`src/rtl/hi_sim_subcarrier_tx.sv`:
```
// Tag-side HF transmitter: fetches bytes from the ARM over SSP into a 4-deep FIFO
// and plays them out as 848/424/212 kHz OOK or BPSK subcarrier load modulation.
module hi_sim_subcarrier_tx (
  input  logic ck_1356meg,
  input  logic reset,
  input  logic tx_enable,
  input  logic xcorr_is_848,
  input  logic xcorr_quarter_freq,
  input  logic mod_bpsk,
  input  logic ssp_dout,
  output logic ssp_clk,
  output logic ssp_frame,
  output logic pwr_oe1,
  output logic pwr_lo,
  output logic pwr_hi,
  output logic pwr_oe2,
  output logic pwr_oe3,
  output logic pwr_oe4,
  output logic dbg
);

  typedef enum logic {F_IDLE, F_SHIFT} fetch_state_t;
  typedef enum logic {IDLE, RUN} mod_state_t;

  fetch_state_t f_state, f_next;
  mod_state_t   m_state, m_next;

  logic [5:0] fc;
  logic [7:0] rx_shift;
  logic [7:0] fifo_mem [4];
  logic [1:0] wr_ptr, rd_ptr;
  logic [2:0] count;
  logic       push, pop;

  logic [7:0] tx_shift;
  logic [6:0] bit_cnt;
  logic [2:0] bit_idx;
  logic [1:0] mode_sc;
  logic       mode_bpsk;
  logic       bit_wrap, sc, cur_bit;

  // Fetch engine: one 64-cycle SSP transaction per byte, FPGA drives clock and frame.
  always_comb begin
    f_next = f_state;
    case (f_state)
      F_IDLE:  if (tx_enable && count <= 3'd3) f_next = F_SHIFT;
      F_SHIFT: if (fc == 6'd63) f_next = F_IDLE;
      default: f_next = F_IDLE;
    endcase
  end

  assign push      = (f_state == F_SHIFT) && (fc == 6'd63);
  assign ssp_clk   = (f_state == F_SHIFT) && !fc[2];
  assign ssp_frame = (f_state == F_SHIFT) && (fc[5:3] == 3'd0);

  always_ff @(posedge ck_1356meg or posedge reset) begin
    if (reset) begin
      f_state  <= F_IDLE;
      fc       <= 6'd0;
      rx_shift <= 8'd0;
    end else begin
      f_state <= f_next;
      fc      <= (f_state == F_SHIFT) ? fc + 6'd1 : 6'd0;
      if (f_state == F_SHIFT && fc[2:0] == 3'd4)
        rx_shift <= {rx_shift[6:0], ssp_dout};
    end
  end

  // FIFO: push and pop are single-cycle strobes; push never occurs when full and
  // pop never occurs when empty, so both may coincide without losing order.
  always_ff @(posedge ck_1356meg) begin
    if (push) fifo_mem[wr_ptr] <= rx_shift;
  end

  always_ff @(posedge ck_1356meg or posedge reset) begin
    if (reset) begin
      wr_ptr <= 2'd0;
      rd_ptr <= 2'd0;
      count  <= 3'd0;
    end else begin
      if (push) wr_ptr <= wr_ptr + 2'd1;
      if (pop)  rd_ptr <= rd_ptr + 2'd1;
      case ({push, pop})
        2'b10:   count <= count + 3'd1;
        2'b01:   count <= count - 3'd1;
        default: count <= count;
      endcase
    end
  end

  // Modulator FSM.
  assign bit_wrap = (bit_cnt == 7'd127);

  always_comb begin
    m_next = m_state;
    pop    = 1'b0;
    case (m_state)
      IDLE: if (count >= 3'd2) begin
        m_next = RUN;
        pop    = 1'b1;
      end
      RUN: if (bit_wrap && bit_idx == 3'd0) begin
        if (count != 3'd0) pop = 1'b1;
        else               m_next = IDLE;
      end
      default: m_next = IDLE;
    endcase
  end

  // Subcarrier is phase-locked to the bit boundary: high for the first half-period.
  always_comb begin
    case (mode_sc)
      2'd0:    sc = ~bit_cnt[3];
      2'd2:    sc = ~bit_cnt[5];
      default: sc = ~bit_cnt[4];
    endcase
  end

  assign cur_bit = tx_shift[bit_idx];

  always_ff @(posedge ck_1356meg or posedge reset) begin
    if (reset) begin
      m_state   <= IDLE;
      tx_shift  <= 8'd0;
      bit_cnt   <= 7'd0;
      bit_idx   <= 3'd0;
      mode_sc   <= 2'd0;
      mode_bpsk <= 1'b0;
      pwr_oe1   <= 1'b0;
    end else begin
      m_state <= m_next;
      pwr_oe1 <= (m_state == RUN) && (mode_bpsk ? (sc ^ cur_bit) : (sc & cur_bit));
      if (m_state == IDLE) begin
        if (pop) begin
          tx_shift  <= fifo_mem[rd_ptr];
          bit_cnt   <= 7'd0;
          bit_idx   <= 3'd7;
          mode_sc   <= xcorr_is_848 ? (xcorr_quarter_freq ? 2'd2 : 2'd0) : 2'd1;
          mode_bpsk <= mod_bpsk;
        end
      end else begin
        bit_cnt <= bit_cnt + 7'd1;
        if (bit_wrap) begin
          if (bit_idx != 3'd0) begin
            bit_idx <= bit_idx - 3'd1;
          end else if (pop) begin
            tx_shift <= fifo_mem[rd_ptr];
            bit_idx  <= 3'd7;
          end
        end
      end
    end
  end

  assign dbg     = (m_state == RUN);
  assign pwr_lo  = 1'b0;
  assign pwr_hi  = 1'b0;
  assign pwr_oe2 = 1'b0;
  assign pwr_oe3 = 1'b0;
  assign pwr_oe4 = 1'b0;

endmodule

```
`config.mk`:
```
export PLATFORM = sky130hd
export DESIGN_NAME = hi_sim_subcarrier_tx
export DESIGN_NICKNAME = d
export VERILOG_FILES = /design/src/rtl/hi_sim_subcarrier_tx.sv
export SDC_FILE = /design/constraint.sdc
export NUM_CORES = 1
export LEC_CHECK = 0
export CAP_MARGIN = 40
export CELL_PAD_IN_SITES_DETAIL_PLACEMENT = 0
export CELL_PAD_IN_SITES_GLOBAL_PLACEMENT = 2
export CORE_MARGIN = 1.5
export CORE_UTILIZATION = 43
export DETAILED_ROUTE_END_ITERATION = 10
export GPL_TIMING_DRIVEN = 0
export PLACE_DENSITY = 0.76
export SLEW_MARGIN = 20
export SYNTH_ARGS = -nofsm -noshare
export SYNTH_HDL_FRONTEND = slang
export SYNTH_SLANG_ARGS = --single-unit
```
`constraint.sdc`:
```
create_clock -name ck_1356meg -period 2.8 [get_ports ck_1356meg]
set_input_delay 0.28 -clock ck_1356meg [delete_from_list [all_inputs] [get_ports ck_1356meg]]
set_output_delay 0.28 -clock ck_1356meg [all_outputs]
set_load 0.05 [all_outputs]
```
==> results of run 1 <==
[metal layers]
metal,track usage,up-vias,wire [um]
met5,0,-,0
met4,0.0742,0,91
met3,0.0285,9,106
met2,0.217,18,2500
met1,0.190,863,2500
li1,-,880,-
[state kept, by name, summed over array words and instances, names as in the netlist]
register	flops
fifo_mem	32
rx_shift	8
tx_shift	8
bit_cnt	7
fc	6
bit_idx	3
count	3
mode_sc	2
rd_ptr	2
wr_ptr	2
dbg	1
f_state	1
mode_bpsk	1
pwr_oe1	1
[logic make-up after synthesis]
kind of cell    after synthesis  share of synthesized area
buf+inv                      23                     0.0324
compound gates               27                     0.0514
mux                          31                      0.136
fa+ha+maj                    12                     0.0469
xor+xnor                     10                     0.0261
other cells                   1                    0.00112
simple gates                 54                     0.0842
flops                        77                      0.621
[per-stage QoR]
step                      instance area (um^2)  utilization  hold slack (ps)  power, mW
after floorplan                           3370            -              390       2.48
after global routing                      3810        0.498              268       3.73
final                                     3810        0.498              236       3.48
after global placement                    3600        0.471              485       2.70
after CTS                                 3810        0.498              235       3.53
after detailed placement                  3620        0.473              480       2.73
[final timing paths]
check | from | end | slack, ps
min in group ck_1356meg | xcorr_quarter_freq | mode_sc[1] | 480
max | bit_idx[0] | count[2] | 380
min | reset | fc[5] | 240
min reg2reg | fc[0] | fc[0] | 490
max reg2reg | bit_idx[0] | count[2] | 380
max in group asynchronous | reset | tx_shift[2] | 2070
[Yosys cell counts, drive strengths merged (2+ instances only)]
library cell	instances	share of area
a21boi	2	0.0045
a21oi	7	0.010
and2	8	0.015
and3	2	0.0037
buf	8	0.016
dfrtp	45	0.34
edfxtp	32	0.29
ha	11	0.041
inv	14	0.016
mux2	18	0.060
mux2i	3	0.0089
mux4	10	0.067
nand2	15	0.019
nand3	8	0.013
nand4	2	0.0037
nor2	9	0.010
nor2b	2	0.0037
nor3	2	0.0030
o21ai	14	0.025
xnor2	7	0.018
xor2	3	0.0078
[report_power, final]
part,switching (mW),internal (mW),total (mW)
registers,0.255,1.50,1.76
logic,0.445,0.484,0.930
clock network,0.452,0.342,0.794
[cell usage in the layout, fill, tap and decap left out, types with 8 or more instances in the layout]
cell type and n:
dfrtp_1 45, edfxtp_1 32, mux2_2 18, nand2_1 14
inv_1 13, o21ai_0 11, ha_1 11, mux4_2 10
clkdlybuf4s50_1 10, nor2_1 9, clkbuf_8 9, and2_1 8
[final cells by class]
class	instances	area, um^2
flip-flops and latches	77	2090
clock inverters	7	63.8
multi-input cells	139	1180
plain buffers	9	56.3
repair buffers	11	120
clock buffers	9	124
well taps	102	128
fillers	689	3840
inverters	14	52.6
[critical path, cell delays in order (launching register included)]
cell	delay, ps
dfrtp_1	460
inv_1	110
ha_1	190
nand2b_1	90
a22oi_2	260
nand2_4	150
inv_1	90
ha_1	170
inv_1	60
fa_1	370
xor2_1	150
nor2_1	110
xnor2_1	120
==> out/qor.yml, run 1 <==
final_layout:
  num_antenna_cells: 0
  drive_gt1_frac: 0.226
  syn2layout_area_growth_pct: 13.4
  nets: 280
  layoutNonFillerInstCount: 368
critical_path:
  end_kind: "flop"
  worstPathRequired_ps: 3070
  startpoint_type: "flop"
  crit_arrival_ps: 2680
  reg2regPathDepth: 12
  critPathMaxFanout: 10
  crit_type: "flop to flop"
floorplanning:
  die_area_um2: 8350
  die_w_um: 91.4
  start_util: 0.439
  rows: 32
  die_h_um: 91.4
  ios: 16
  core_um2: 7650
sta:
  setup_ws_ps: 383
  hold_violations: 0
  fmax_ghz: 0.414
  setup_violations: 0
  relSlewSlack: 0.613
  worstMarginPinSlew_ps: 581
  tns_ps: 0
  drv_slew: 0
  rsz0062_at_grt: "no"
  finalClockSkew_ps: 11.6
  period_share: 0.863
  period_needed_ps: 2420
clock_tree:
  numCtsBuffers: 9
  cts_resized: 0
  insertion_delay_ps: 350
  cts_tree: "done"
  postCtsSetupBuffers: 0
  htree_levels: 3
  cts.clk_slew.worst_paths_ps: 90
  cts-root-buf: "clkbuf_8"
  clock_sinks: 77
  ctsLongestPathBuffers: 2
  cts_hold_buf: 0
hold_path:
  hold_class: "primary input to async pin"
job:
  cap_violations: 0
detailed_routing:
  wirelength_um: 5200
  drc: 0
  firstDrtPassIters: 4
  post_drt_wl_per_cell_um: 14.1
  ant_nets: 0
  via_per_inst: 4.81
  num_vias: 1770
  drtIter0Drc: 74
global_routing:
  grt_pass1_vias: 1795
  grt_start_max_net_pins: 28
  overflow: 0
  track_usage: 0.142
  grt_pass1_wl_um: 9050
  antenna_found_initial: 0
yosys:
  ys_ff_latch: 77
  synth_cell_type_count: 40
  synth_edf_count: 32
  ys_seq_area_frac: 0.621
  synthArstFlopShare: 0.584
  yosysWarnings: 0
  syn_area_per_cell_um2: 14.3
  synth_area_um2: 3360
  syn_inst: 235
  synth_ff_type: "dfrtp_1"
place:
  post-place-cells: 352
  post-place-ws_ps: 380
  detailed_place_hpwl_um: 3560
  placement.io_buffers: 10
  routabilityCongestion: 0.716
power:
  vdd_drop_max_mv: 0.395
  p_leak_nw: 1.53
  powerDensity_nw_per_um2: 913
status:
  status: "complete, no violations"
Power figures use the tool's default switching activity.
==> run 2: changes to the inputs <==
--- a/config.mk
+++ b/config.mk
@@ -5,15 +5,17 @@
 export SDC_FILE = /design/constraint.sdc
 export NUM_CORES = 1
 export LEC_CHECK = 0
+export ABC_CLOCK_PERIOD_IN_PS = 2800
 export CAP_MARGIN = 40
 export CELL_PAD_IN_SITES_DETAIL_PLACEMENT = 0
 export CELL_PAD_IN_SITES_GLOBAL_PLACEMENT = 2
 export CORE_MARGIN = 1.5
-export CORE_UTILIZATION = 43
+export CORE_UTILIZATION = 40
 export DETAILED_ROUTE_END_ITERATION = 10
 export GPL_TIMING_DRIVEN = 0
-export PLACE_DENSITY = 0.76
+export PLACE_DENSITY = 0.72
 export SLEW_MARGIN = 20
 export SYNTH_ARGS = -nofsm -noshare
 export SYNTH_HDL_FRONTEND = slang
 export SYNTH_SLANG_ARGS = --single-unit
+export TNS_END_PERCENT = 100
==> run 2 against run 1 <==
  * Final area hardly changed
  * Hold slack better by 10 ps
  * Core utilization is 3.2 points lower
  * Power is 0.41% higher
  * Count of clock-buffer cells in the layout stayed put
  * Critical path depth stayed put
  * Combinational power hardly changed
  * Register-to-register slack hardly changed
  * Die area is 7.2% higher
  * Sequential cell count stayed put
  * First-iteration DRC count is 12% lower
  * Critical endpoint unchanged
==> out/qor.yml, run 2 (synthesis gave the netlist of run 1 again) <==
status:
  status: "complete, no violations"
power:
  power.share.switching: 0.333  # +0.00202
  totalPowerFinal_mw: 3.49  # +0.41%
  vdd_drop_max_mv: 0.382  # -3.4%
  seqPwrFrac: 0.504  # about the same
  powerDensity_nw_per_um2: 916  # +0.31%
  p_sw_mw: 1.16  # +1.0%
  p_int_mw: 2.33  # +0.10%
  comb_power_share: 0.267  # about the same
  p_leak_nw: 1.53  # about the same
  clockPowerShare: 0.229  # about the same
floorplanning:
  ios: 16  # unchanged
  start_util: 0.411  # -0.0284
  core_um2: 8180  # +6.9%
  die_area_um2: 8950  # +7.2%
  rows: 33  # +3.1%
  die_h_um: 94.6  # +3.6%
  die_w_um: 94.6  # +3.6%
detailed_routing:
  post_drt_wl_per_cell_um: 14.1  # about the same
  via_per_inst: 4.76  # -0.98%
  drc: 0  # unchanged
  drtIter0Drc: 65  # -12%
  num_vias: 1767  # -0.17%
  wirelength_um: 5240  # +0.77%
  ant_nets: 0  # unchanged
  firstDrtPassIters: 4  # unchanged
final_layout:
  layout_common_cells: "dfrtp_1 (45), edfxtp_1 (32), mux2_2 (18)"
  drive_gt1_frac: 0.226  # unchanged
  syn2layout_area_growth_pct: 13.5  # about the same
  regMostFlops: "fifo_mem"
  fill_cells: 728  # +5.7%
  nets: 280  # unchanged
  final-seq-area_um2: 2090  # unchanged
  num_antenna_cells: 0  # unchanged
  largest_reg_flops: 32  # unchanged
  final_common_cell: "dfrtp_1"
  multiInputGateArea_um2: 1180  # unchanged
  top_regs: "fifo_mem (32), rx_shift (8), tx_shift (8)"
clock_tree:
  cts_tree: "done"
  insertion_delay_ps: 350  # about the same
  cts-root-buf: "clkbuf_8"
  postCtsSetupBuffers: 0  # unchanged
  numCtsBuffers: 9  # unchanged
  cts_resized: 0  # unchanged
  cts_hold_buf: 0  # unchanged
  ctsLongestPathBuffers: 2  # unchanged
  clock_sinks: 77  # unchanged
  htree_levels: 3  # unchanged
  cts.clk_slew.worst_paths_ps: 90  # about the same
critical_path:
  crit_arrival_ps: 2680  # about the same
  critPathMaxFanout: 10  # unchanged
  crit_type: "flop to flop"
  startpoint_type: "flop"
  worstPathRequired_ps: 3070  # about the same
  end_kind: "flop"
global_routing:
  grt_start_max_net_pins: 28  # unchanged
  grt_pass1_wl_um: 9170  # +1.3%
  overflow: 0  # unchanged
  grt_pass1_vias: 1849  # +3.0%
  antenna_found_initial: 0  # unchanged
  track_usage: 0.138  # -0.00358
sta:
  whs_ps: 246  # +10.1 ps
  rsz0062_at_grt: "no"
  fmax_ghz: 0.416  # +0.49%
  finalClockSkew_ps: 14.3  # +2.66 ps
  relSlewSlack: 0.652  # +0.0386
  drv_slew: 0  # unchanged
  tns_ps: 0  # unchanged
  setup_violations: 0  # unchanged
  hold_violations: 0  # unchanged
  worstMarginPinSlew_ps: 523  # -57.9 ps
  period_needed_ps: 2400  # -11.8 ps
  period_share: 0.859  # -0.00423
place:
  detailed_place_hpwl_um: 3610  # +1.3%
  routabilityCongestion: 0.682  # -4.9%
  placement.io_buffers: 10  # unchanged
hold_path:
  hold_class: "primary input to async pin"
job:
  cap_violations: 0  # unchanged
==> run 2: critical path, stage by stage (launching register included) <==
cell and delay (ps):
dfrtp_1 470, inv_1 110, ha_1 200, nand2b_1 90
a22oi_2 250, nand2_4 140, inv_1 90, ha_1 170
inv_1 60, fa_1 370, xor2_1 150, nor2_1 120
xnor2_1 130
==> run 2: power groups by stage <==
stage / registers, mW / clock network [mW] / logic [mW]
floorplan: 1.73 / 0 / 0.750
global placement: 1.78 / 0 / 0.933
detailed placement: 1.79 / 0 / 0.952
CTS: 1.77 / 0.831 / 0.956
global route: 1.82 / 0.882 / 1.05
finish: 1.76 / 0.801 / 0.933
==> run 2: path summary, 6_finish.rpt <==
| check | start | to | slack (ps) | depth (start not counted) |
|---|---|---|---|---|
| min | reset | fc[5] | 250 | 2 |
| min in group ck_1356meg | fc[0] | fc[0] | 490 | 1 |
| max | bit_idx[0] | count[2] | 400 | 12 |
| max reg2reg | bit_idx[0] | count[2] | 400 | 12 |
| min reg2reg | fc[0] | fc[0] | 490 | 1 |
| max in group asynchronous | reset | tx_shift[2] | 2060 | 3 |
==> run 2: layout make-up <==
| cell class | count | share of cell area |
|---|---|---|
| multi-input combinational | 139 | 0.309 |
| sequential | 77 | 0.547 |
| clock inverter | 7 | 0.0167 |
| buffer | 9 | 0.0148 |
| tap | 105 | 0.0345 |
| inverter | 14 | 0.0138 |
| timing repair buffer | 11 | 0.0315 |
| clock buffer | 9 | 0.0325 |
==> run 2: per-stage QoR <==
step	utilization	worst slack (ps)	std cells	instance area [um^2]
after global routing	0.466	170	371	3810
after floorplan	-	428	239	3370
after global placement	0.441	391	354	3600
final	0.466	395	371	3810
after CTS	0.466	345	371	3810
after detailed placement	0.443	377	355	3620
==> run 2: routing by layer <==
layer | wire length, um | up-vias | part of all wire | global-route usage
met3 | 111 | 8 | 0.021 | 0.0290
met4 | 82 | 0 | 0.016 | 0.0672
met1 | 2510 | 861 | 0.48 | 0.182
met2 | 2530 | 15 | 0.48 | 0.216
li1 | - | 883 | - | -
met5 | 0 | - | 0 | 0
